### src/rtl/yscaler_line_sched.sv
// Per-frame line scheduler for the vertical bilinear scaler core: resets the core,
// fetches input lines, launches output lines and advances the scaling ratio.
module yscaler_line_sched #(
    parameter int C_RESO_WIDTH = 10
) (
    input  logic                    clk,
    input  logic                    resetn,
    input  logic                    start,
    input  logic                    abort,
    input  logic [C_RESO_WIDTH-1:0] ori_size,
    input  logic [C_RESO_WIDTH-1:0] scale_size,
    output logic                    sc_resetn,
    output logic                    sc_update_mul,
    input  logic                    sc_repeat_line,
    input  logic                    sc_ovalid,
    input  logic [C_RESO_WIDTH-1:0] sc_m_inv_cnt,
    output logic                    in_req,
    input  logic                    in_ack,
    output logic                    out_start,
    input  logic                    out_done,
    output logic                    busy,
    output logic                    frame_done,
    output logic                    err
);

    localparam logic [C_RESO_WIDTH-1:0] CNT_ZERO = {C_RESO_WIDTH{1'b0}};
    localparam logic [C_RESO_WIDTH-1:0] CNT_ONE  = {{(C_RESO_WIDTH-1){1'b0}}, 1'b1};

    typedef enum logic [2:0] {
        S_IDLE   = 3'd0,
        S_INIT   = 3'd1,
        S_FETCH  = 3'd2,
        S_SETTLE = 3'd3,
        S_CHECK  = 3'd4,
        S_EMIT   = 3'd5,
        S_STEP   = 3'd6,
        S_STEP2  = 3'd7
    } state_t;

    state_t                  state_q;
    logic [C_RESO_WIDTH-1:0] in_rem_q;
    logic [C_RESO_WIDTH-1:0] out_rem_q;
    logic                    need_fetch_q;
    logic                    sc_resetn_q;
    logic                    sc_update_mul_q;
    logic                    in_req_q;
    logic                    out_start_q;
    logic                    busy_q;
    logic                    frame_done_q;
    logic                    err_q;

    logic                    need_fetch_s;
    logic [C_RESO_WIDTH-1:0] in_rem_dec_s;
    logic [C_RESO_WIDTH-1:0] out_rem_dec_s;

    // Saturating decrement: line counters stop at zero instead of wrapping.
    function automatic logic [C_RESO_WIDTH-1:0] sat_dec(input logic [C_RESO_WIDTH-1:0] v);
        if (v != CNT_ZERO) begin
            sat_dec = v - CNT_ONE;
        end else begin
            sat_dec = CNT_ZERO;
        end
    endfunction

    // m_inv_cnt==1 means the last input line is already held, so the bottom edge repeats it.
    assign need_fetch_s  = ~sc_repeat_line & (sc_m_inv_cnt != CNT_ONE);
    assign in_rem_dec_s  = sat_dec(in_rem_q);
    assign out_rem_dec_s = sat_dec(out_rem_q);

    // Frame sequencer; every output is a register updated alongside the state.
    always_ff @(posedge clk) begin
        if (!resetn) begin
            state_q         <= S_IDLE;
            in_rem_q        <= CNT_ZERO;
            out_rem_q       <= CNT_ZERO;
            need_fetch_q    <= 1'b0;
            sc_resetn_q     <= 1'b0;
            sc_update_mul_q <= 1'b0;
            in_req_q        <= 1'b0;
            out_start_q     <= 1'b0;
            busy_q          <= 1'b0;
            frame_done_q    <= 1'b0;
            err_q           <= 1'b0;
        end else if (abort) begin
            state_q         <= S_IDLE;
            sc_resetn_q     <= 1'b0;
            sc_update_mul_q <= 1'b0;
            in_req_q        <= 1'b0;
            out_start_q     <= 1'b0;
            busy_q          <= 1'b0;
            frame_done_q    <= 1'b0;
        end else begin
            sc_update_mul_q <= 1'b0;
            out_start_q     <= 1'b0;
            frame_done_q    <= 1'b0;
            case (state_q)
                S_IDLE: begin
                    if (start) begin
                        if ((ori_size == CNT_ZERO) || (scale_size == CNT_ZERO)) begin
                            err_q <= 1'b1;
                        end else begin
                            in_rem_q  <= ori_size;
                            out_rem_q <= scale_size;
                            err_q     <= 1'b0;
                            busy_q    <= 1'b1;
                            state_q   <= S_INIT;
                        end
                    end
                end
                S_INIT: begin
                    sc_resetn_q <= 1'b1;
                    in_req_q    <= 1'b1;
                    state_q     <= S_FETCH;
                end
                S_FETCH: begin
                    if (in_ack) begin
                        in_req_q <= 1'b0;
                        in_rem_q <= in_rem_dec_s;
                        state_q  <= S_SETTLE;
                    end
                end
                S_SETTLE: begin
                    state_q <= S_CHECK;
                end
                S_CHECK: begin
                    if (sc_ovalid) begin
                        out_start_q <= 1'b1;
                        state_q     <= S_EMIT;
                    end else begin
                        sc_update_mul_q <= 1'b1;
                        state_q         <= S_STEP;
                    end
                end
                S_EMIT: begin
                    if (out_done) begin
                        out_rem_q <= out_rem_dec_s;
                        if (out_rem_dec_s == CNT_ZERO) begin
                            frame_done_q <= 1'b1;
                            busy_q       <= 1'b0;
                            sc_resetn_q  <= 1'b0;
                            state_q      <= S_IDLE;
                        end else begin
                            sc_update_mul_q <= 1'b1;
                            state_q         <= S_STEP;
                        end
                    end
                end
                S_STEP: begin
                    need_fetch_q <= need_fetch_s;
                    if (need_fetch_s && (in_rem_q == CNT_ZERO)) begin
                        err_q       <= 1'b1;
                        busy_q      <= 1'b0;
                        sc_resetn_q <= 1'b0;
                        state_q     <= S_IDLE;
                    end else begin
                        state_q <= S_STEP2;
                    end
                end
                S_STEP2: begin
                    if (need_fetch_q) begin
                        in_req_q <= 1'b1;
                        state_q  <= S_FETCH;
                    end else begin
                        state_q <= S_CHECK;
                    end
                end
                default: begin
                    in_req_q    <= 1'b0;
                    busy_q      <= 1'b0;
                    sc_resetn_q <= 1'b0;
                    state_q     <= S_IDLE;
                end
            endcase
        end
    end

    assign sc_resetn     = sc_resetn_q;
    assign sc_update_mul = sc_update_mul_q;
    assign in_req        = in_req_q;
    assign out_start     = out_start_q;
    assign busy          = busy_q;
    assign frame_done    = frame_done_q;
    assign err           = err_q;

endmodule
### config.mk
export PLATFORM = sky130hd
export DESIGN_NAME = yscaler_line_sched
export DESIGN_NICKNAME = d
export VERILOG_FILES = /design/src/rtl/yscaler_line_sched.sv
export SDC_FILE = /design/constraint.sdc
export NUM_CORES = 1
export LEC_CHECK = 0
export ABC_AREA = 0
export CAP_MARGIN = 20
export CORE_ASPECT_RATIO = 0.75
export CORE_UTILIZATION = 40
export DETAILED_ROUTE_END_ITERATION = 12
export MAX_ROUTING_LAYER = met4
export PLACE_DENSITY = 0.7
export SYNTH_ARGS = -nofsm -noshare
export SYNTH_HDL_FRONTEND = slang
export SYNTH_SLANG_ARGS = --single-unit
### constraint.sdc
create_clock -name clk -period 2.3 [get_ports clk]
set_input_delay 0.23 -clock clk [delete_from_list [all_inputs] [get_ports clk]]
set_output_delay 0.23 -clock clk [all_outputs]
set_load 0.01 [all_outputs]
Word level (Yosys, flattened, before mapping)
Index checks and enable logic that the tools add are counted.

storage, ports and cells
  flip-flop bits (word level) = 31
  input port bits = 38
  word-level logic and storage cells = 100

operators by class
  $add $sub $neg = 2
  equality and inequality tests = 15
  muxes and demuxes = 39
  bitwise logic cells = 7
  reductions and logical operators = 26

operators with widths
  cell                   count
  $mux 10                8
  $logic_not 10->1       4
  $pmux 10 s2            2
  $pmux 3 s8             1
  $mux 3                 7
  $reduce_bool 10->1     2
  $sub 10x1->10 const B  2
  $mux 1                 15
  $ne 2x2->1 const B     7
  $eq 3x3->1 const B     4
  $reduce_and 4->1       3
  $ne 10x1->1 const B    1
  $reduce_and 5->1       2
  $pmux 1 s3             3
  $reduce_bool 3->1      3
  $eq 3x2->1 const B     2
  $not 1->1              6
  $reduce_and 6->1       1
  $reduce_bool 2->1      3
  $pmux 1 s2             2
  $reduce_or 4->1        1
  $eq 3x1->1 const B     1
  $logic_not 3->1        1
  $reduce_and 3->1       1
  other kinds (7)        7

Longest topological paths before layout
Gate-level depths: netlist (run 1).

  word-level depth = 6
  mapped depth = 8
  depth with buffers taken out = 7

Worst setup path before layout (run 1)
OpenSTA, ideal clock, no wires.

  path kind = register to register
  from = register out_rem_q[0]
  to = register sc_resetn_q, in the netlist sc_resetn
  data arrival time = 2150 ps
  data required time = 2228 ps
  setup slack = 78 ps
  stages on the path, launching flop included = 9
  path buffers = 1
  path through = dfxtp_1 -> inv_1 -> ha_1 -> buf_2 -> nor4b_1 -> nor4bb_1 -> o311ai_2 -> a2111oi_4 -> mux2i_1

between the ends
  word-level cells in the longest chain between the ends = 5
  elaborated cells on any way between the ends = 6

RTL lines
  what                                                 RTL line  RTL
  start, declared                                      42        logic [C_RESO_WIDTH-1:0] out_rem_q;
  start signal, assigned                               103       out_rem_q <= scale_size;
  start signal, assigned                               136       out_rem_q <= out_rem_dec_s;
  $sub 10x1->10 or $reduce_bool 10->1 (tied branches)  59, 58
  $mux 10 (*)                                          58        if (v != CNT_ZERO) begin
  $logic_not 10->1 (*)                                 137       if (out_rem_dec_s == CNT_ZERO) begin
  $ne 2x2->1 (no source line) (*)                      n/a
  $reduce_and 4->1 (no source line) (*)                n/a
  end signal, assigned                                 77        sc_resetn_q <= 1'b0;
  end signal, assigned                                 140       sc_resetn_q <= 1'b0;
  end signal, assigned                                 153       sc_resetn_q <= 1'b0;
  end, declared                                        44        logic sc_resetn_q;

Mark *: on every way between the ends. The rest lies on a longest branch, timed or not.
A chain may end at the register's enable or synchronous reset.

Worst setup path after layout (run 1)
  from = register out_rem_q[2]
  to = register sc_resetn_q, in the netlist sc_resetn

Same word-level chain as after synthesis.

==> qor.csv, run 1 <==
stage;metric;value;unit
clocking;TritonCTS sink count;31;
yosys;post-synth cell types;70;
clocking;Clock Tree Root;clkbuf_8;
clocking;clock buffer count from CTS;5;
die;die extent in x;90.0;um
global_route;grt total ovfl;0;
detailed_routing;WL per Instance;16.1;um
placement;placed insts;429;
detailed_routing;Initial DRC Count;212;
setup_path;CP bufs+invs;1;
power;sw frac;0.320;
placement;port buffer count;44;
setup_path;Crit. End Element;flip-flop;
clocking;Post-CTS Hold Fix Bufs;0;
cells_and_area;Non-Filler Instances;436;
setup_path;Crit path max-delay family;compound AO/OA/AOI/OAI gates;
setup_path;CP Max Fanout;7;
yosys;Mapped Avg Cell Area;7.82;um2
clocking;Clk pin slew, worst setup/hold paths;0.06;ns
cells_and_area;final core utilization;0.576;
cells_and_area;Syn-to-layout area delta;35.5;%
yosys;syn_nets;337;
detailed_routing;remaining antenna violation count after routing;0;
timing;Slew @ Worst Pin;0.795;ns
power;P_leak;1.13;nW
timing;# setup viols final;0;
yosys;Ys Warns;0;
detailed_routing;Residual DRC;0;
die;Die Y;68.0;um
yosys;synthesized area;2320;um2
power;Worst VDD drop;201;uV
power;combinational fraction of design power;0.337;
setup_path;critical-path cell list;or4_4 -> o41ai_4 -> o311ai_2 -> a2111oi_4 -> buf_4 -> mux2i_1;
die;I/O pin count;45;
cells_and_area;NumNets Final;402;
detailed_routing;first drt pass iteration count;5;
timing;clock skew;0.00520;ns
cells_and_area;ratio of cells with drive above 1 in the final layout;0.202;
yosys;asr flop ratio synth;0;
yosys;sequential fraction of the synthesis area;0.267;
setup_path;slowest stage delay, CP;0.54;ns
global_route;vias in the first global route;2245;
placement;GPL Wtd Cong;0.921;
timing;Final Max Tran Viols;0;
setup_path;slowest CP cell;or4_4;
yosys;ys flop type;dfxtp_1;
power;Tot Pwr;1.50;mW
detailed_routing;vias;2602;
die;Site Rows;23;
cells_and_area;Final Cell Area;3150;um2
clocking;CTS H-tree lvls;2;
die;Initial Utilization;0.425;
clocking;clock latency on the worst-skew pair;0.29;ns
timing;Fmax;451;MHz
clocking;CTS tree;done;
setup_path;CP Launch Type;flip-flop;
power;sequential power share;0.396;
timing;final period utilization;0.964;
timing;Fin. Hold Viols;0;
power;clock share of power;0.267;
power;pwr/cell area;478;nW/um2
cells_and_area;flip-flop and latch area;622;um2
setup_path;Required @ worst endpoint;2.51;ns
yosys;EDFF count, synth;0;
yosys;Yosys reg bits;31;
worst_hold_path;Hold Crit Class;flip-flop to flip-flop;
detailed_routing;WL final;7010;um
clocking;clock buffer depth;2;
cells_and_area;area of the multi-input gates;1600;um2
cells_and_area;filler instances;501;
timing;Slew HR;0.466;
cells_and_area;# diodes;0;
setup_path;worst endpoint data arrival time;2.43;ns
timing;Tmin final;2.22;ns
power;cell-internal power;1.02;mW
run_status;status;finished clean;
flow_run;Max-Cap Viols;0;
detailed_routing;vias per cell;5.97;
power;Psw;482;uW
placement;dpl hpwl;5310;um
die;Core Box Area;5470;um2
placement;dpl cell area;3010;um2
global_route;GRT Total Usage;0.238;
yosys;Cells after Synth;297;
global_route;largest net degree at the start of global routing;23;
global_route;number of antenna violations at the first check in global routing;0;
global_route;global-route wire length before repair;11100;um
die;die area;6120;um2
setup_path;critical path class;flip-flop to flip-flop;
-- power by group through the flow --
stage                     registers [mW]  clock network [mW]  logic [mW]
after detailed placement           0.605                   0       0.475
after floorplan                    0.593                   0       0.284
after CTS                          0.593               0.416       0.477
final                              0.596               0.402       0.507
after global routing               0.600               0.436       0.549
after global placement             0.603                   0       0.465
-- metrics by stage --
step | hold WS [ns] | setup TNS [ns] | worst slack [ns]
finish | 0.474 | 0 | 0.0825
global route | 0.493 | -0.0248 | -0.0248
CTS | 0.478 | 0 | 0.0370
detailed placement | 0.462 | -0.290 | -0.106
global placement | 0.466 | -0.0510 | -0.0492
floorplan | 0.345 | 0 | 0.0782
-- cell usage after synthesis (all sizes together) (6+ instances only) --
cell,number,area (um2)
nand3,12,60.1
buf,11,65.1
a211oi,11,82.6
a21oi,29,149
nor3,14,75.1
clkbuf,11,45.1
nor4,8,65.1
dfxtp,31,621
nand2,20,75.1
nor2,27,101
o21ai,18,90.1
inv,13,48.8
a32o,6,60.1
-- worst register-to-register path: stages (launching register included) --
cell and delay [ns]:
dfxtp_1 0.37, or4_4 0.55, o41ai_4 0.28, o311ai_2 0.20, a2111oi_4 0.37, buf_4 0.20, mux2i_1 0.18
-- final cells by class --
cell class | count | area share
multi-input combinational | 231 | 0.507
timing repair buffer | 80 | 0.227
sequential | 31 | 0.197
tap | 75 | 0.0298
clock buffer | 6 | 0.0230
inverter | 13 | 0.0155
-- cells in the final DEF (no fill, tap or decap), types with 3 or more instances in the layout --
cell	n
clkdlybuf4s50_1	44
buf_4	35
dfxtp_1	30
nor2_1	27
a21oi_1	27
nand2_1	20
o21ai_0	18
nor3_1	13
nand3_1	12
inv_1	11
a211oi_1	9
nor4_1	7
a32o_1	6
nand2b_1	5
a221oi_1	5
clkbuf_8	5
or3b_2	4
a31oi_1	4
mux2i_1	4
nor2b_1	3
a31o_2	3
-- per-layer routing --
layer | vias up | GRT usage | wire [um]
li1 | 1269 | - | -
met1 | 1213 | 0.335 | 3540
met2 | 114 | 0.357 | 2870
met3 | 6 | 0.0456 | 556
met4 | 0 | 0.0464 | 38
met5 | - | - | 0
-- cells by family after synthesis --
| family | Yosys count | share of synthesized area |
|---|---|---|
| mux | 4 | 0.0172 |
| flops | 31 | 0.267 |
| compound gates | 103 | 0.333 |
| xor+xnor | 2 | 0.00754 |
| simple gates | 119 | 0.292 |
| fa+ha+maj | 3 | 0.0151 |
| buf+inv | 35 | 0.0684 |
-- what timing repair did --
| action | in CTS | in global routing |
|---|---|---|
| pin swaps | 0 | 4 |
| endpoints found under the setup margin | 2 | 11 |
| gates resized for setup | 1 | 14 |
| hold endpoints to repair | 0 | 0 |
| setup buffers | 0 | 1 |
| gates cloned | 0 | 0 |
-- registers in the layout, indices dropped and copies added (netlist names) --
register       flops
in_rem_q          10
out_rem_q         10
state_q            3
busy               1
err                1
frame_done         1
in_req             1
need_fetch_q       1
out_start          1
sc_resetn          1
sc_update_mul      1
-- final timing paths --
kind	slack, ns	cells past startpoint	end	from
setup / recovery	0.08	6	sc_resetn$_SDFFE_PP0P_	out_rem_q[2]$_SDFFE_PN0P_
hold / removal	0.47	2	err$_SDFFE_PN0P_	err$_SDFFE_PN0P_
setup reg to reg	0.08	6	sc_resetn$_SDFFE_PP0P_	out_rem_q[2]$_SDFFE_PN0P_
hold reg to reg	0.47	2	err$_SDFFE_PN0P_	err$_SDFFE_PN0P_
(Power assumes the default switching activity.)
==> run 2: changes to the inputs <==
--- a/config.mk
+++ b/config.mk
@@ -8,6 +8,7 @@
 export ABC_AREA = 0
 export CAP_MARGIN = 20
 export CORE_ASPECT_RATIO = 0.75
+export CORE_MARGIN = 3
 export CORE_UTILIZATION = 40
 export DETAILED_ROUTE_END_ITERATION = 12
 export MAX_ROUTING_LAYER = met4
==> run 2 against run 1 <==
  * Fmax increased by 0.29%
  * Sequential share of layout area decreased by 0.24 points
  * Sequential power about the same
  * Final cell count increased by 0.46%
  * First-iteration DRC count decreased by 24%
  * Design area increased by 1.4%
  * Largest power group unchanged
  * Global-route usage decreased by 2.2 points
  * Wire length increased by 0.81%
  * Utilization increased by 0.82 points
  * Power increased by 5.3%
  * Critical endpoint unchanged
==> qor.csv, run 2 (same netlist as run 1, synthesis figures left out) <==
stage;metric;value;unit
clocking;clock buffer depth;2;
die;Die Y;72.0;um
clocking;Post-CTS Hold Fix Bufs;0;
timing;unrepaired setup endpoints after global routing;no;
power;P_leak;1.15;nW
setup_path;CP Launch Type;flip-flop;
clocking;CTS tree;done;
setup_path;slowest CP cell;or4_4;
setup_path;Crit. End Element;flip-flop;
run_status;status;finished clean;
cells_and_area;final core utilization;0.584;
cells_and_area;most frequent cells in the layout;44 x clkdlybuf4s50_1, 35 x buf_4, 29 x dfxtp_1, 27 x nor2_1, 27 x a21oi_1;
die;Site Rows;23;
detailed_routing;WL final;7060;um
power;Worst VDD drop;231;uV
power;Tot Pwr;1.58;mW
cells_and_area;Syn-to-layout area delta;37.5;%
flow_run;Max-Cap Viols;0;
die;die area;6770;um2
detailed_routing;vias;2622;
timing;Fmax;452;MHz
timing;Slew HR;0.511;
placement;dpl cell area;3020;um2
setup_path;worst r2r dst;sc_resetn$_SDFFE_PP0P_;
global_route;GRT Total Usage;0.217;
timing;Tmin final;2.21;ns
clocking;CTS H-tree lvls;2;
detailed_routing;Initial DRC Count;161;
clocking;postcts setup bufs;0;
setup_path;flop2flop setup slack;0.09;ns
clocking;Clk pin slew, worst setup/hold paths;0.06;ns
worst_hold_path;hold endpoint;err$_SDFFE_PN0P_;
setup_path;critical path class;flip-flop to flip-flop;
setup_path;CP bufs+invs;1;
clocking;clock buffer count from CTS;5;
global_route;global-route wire length before repair;11500;um
die;die extent in x;94.0;um
timing;Final Max Tran Viols;0;
setup_path;CP Max Fanout;6;
setup_path;worst endpoint data arrival time;2.42;ns
power;pwr/cell area;496;nW/um2
timing;final period utilization;0.961;
setup_path;Crit path max-delay family;compound AO/OA/AOI/OAI gates;
cells_and_area;commonest non-fill, non-tap cell in the layout;clkdlybuf4s50_1;
global_route;grt total ovfl;0;
detailed_routing;WL per Instance;16.1;um
setup_path;Worst Reg-to-Reg Cells;6;
setup_path;critical-path cell list;or4_4 -> o41ai_4 -> o311ai_2 -> a2111oi_4 -> buf_4 -> mux2i_1;
detailed_routing;Residual DRC;0;
global_route;number of antenna violations at the first check in global routing;0;
placement;port buffer count;44;
worst_hold_path;hold path start;err$_SDFFE_PN0P_;
setup_path;worst reg2reg path startpoint;out_rem_q[0]$_SDFFE_PN0P_;
timing;Fin. Hold Viols;0;
cells_and_area;top flop regs;in_rem_q (10), out_rem_q (10), state_q (3);
die;I/O pin count;45;
die;Initial Utilization;0.425;
timing;# setup viols final;0;
worst_hold_path;Hold Crit Class;flip-flop to flip-flop;
cells_and_area;# diodes;0;
clocking;clock latency on the worst-skew pair;0.28;ns
cells_and_area;NumNets Final;402;
setup_path;Required @ worst endpoint;2.51;ns
clocking;TritonCTS sink count;31;
placement;dpl hpwl;5360;um
detailed_routing;first drt pass iteration count;5;
timing;Slew @ Worst Pin;0.728;ns
global_route;vias in the first global route;2368;
timing;clock skew;0.00836;ns
setup_path;slowest stage delay, CP;0.59;ns
worst_hold_path;hold depth;2;
cells_and_area;Final Cell Area;3190;um2
placement;GPL Wtd Cong;0.892;
global_route;largest net degree at the start of global routing;20;
detailed_routing;vias per cell;5.99;
die;Core Box Area;5470;um2
clocking;Clock Tree Root;clkbuf_8;
detailed_routing;remaining antenna violation count after routing;0;
cells_and_area;ratio of cells with drive above 1 in the final layout;0.207;
[run 2: per-stage QoR]
| step | TNS [ns] | hold slack, ns | std cells | worst slack [ns] |
|---|---|---|---|---|
| 6_report | 0 | 0.475 | 438 | 0.0890 |
| 5_1_grt | 0 | 0.495 | 438 | 0.00221 |
| 4_1_cts | 0 | 0.471 | 438 | 0.0605 |
| 3_5_place_dp | -0.383 | 0.456 | 430 | -0.0876 |
| 3_3_place_gp | -0.0874 | 0.472 | 430 | -0.0397 |
| 2_1_floorplan | 0 | 0.345 | 297 | 0.0782 |
[run 2: area by class of cell]
type,instances,area (um2)
multi-input combinational,231,1610
inverter,13,48.8
timing repair buffer,80,714
fill,502,2270
sequential,31,623
tap,75,93.8
clock buffer,8,100
[run 2: how the worst max path moves through the flow]
stage                         startpoint                       end  slack (ns)  depth (start not counted)
6_report       out_rem_q[0]$_SDFFE_PN0P_    sc_resetn$_SDFFE_PP0P_        0.09                          6
5_1_grt        out_rem_q[0]$_SDFFE_PN0P_    sc_resetn$_SDFFE_PP0P_       0.002                          9
4_1_cts        out_rem_q[0]$_SDFFE_PN0P_    sc_resetn$_SDFFE_PP0P_        0.06                          8
3_5_place_dp                       start  in_rem_q[6]$_SDFFE_PN0P_       -0.09                          6
3_3_place_gp                       start  in_rem_q[6]$_SDFFE_PN0P_       -0.04                          6
2_1_floorplan  out_rem_q[0]$_SDFFE_PN0P_    sc_resetn$_SDFFE_PP0P_        0.08                          8
[run 2: repair_timing]
action                                  in CTS  in global routing
cloned                                       0                  0
endpoints found under the setup margin       6                 10
pin swaps                                    0                  3
resized for setup                            1                 17
[run 2: layer usage]
metal  share of wire  wire [um]  track usage  vias up
li1                -          -            -     1277
met1            0.48       3390        0.314     1206
met2            0.42       2930        0.303      129
met3           0.096        681       0.0539       10
met4          0.0081         57       0.0465        0
met5               0          0            -        -
[run 2: power by group]
| part | internal (mW) | total, mW | leakage, nW | switching, mW |
|---|---|---|---|---|
| combinational | 0.261 | 0.509 | 0.848 | 0.248 |
| clock | 0.273 | 0.478 | 0.0515 | 0.205 |
| sequential | 0.562 | 0.598 | 0.254 | 0.0358 |
[run 2: tightest hold or removal path: cells and delay by family, from the launching register on]
kind           cells  cell delay (ns)
flip-flops         1             0.31
AO/OA/AOI/OAI      2             0.11
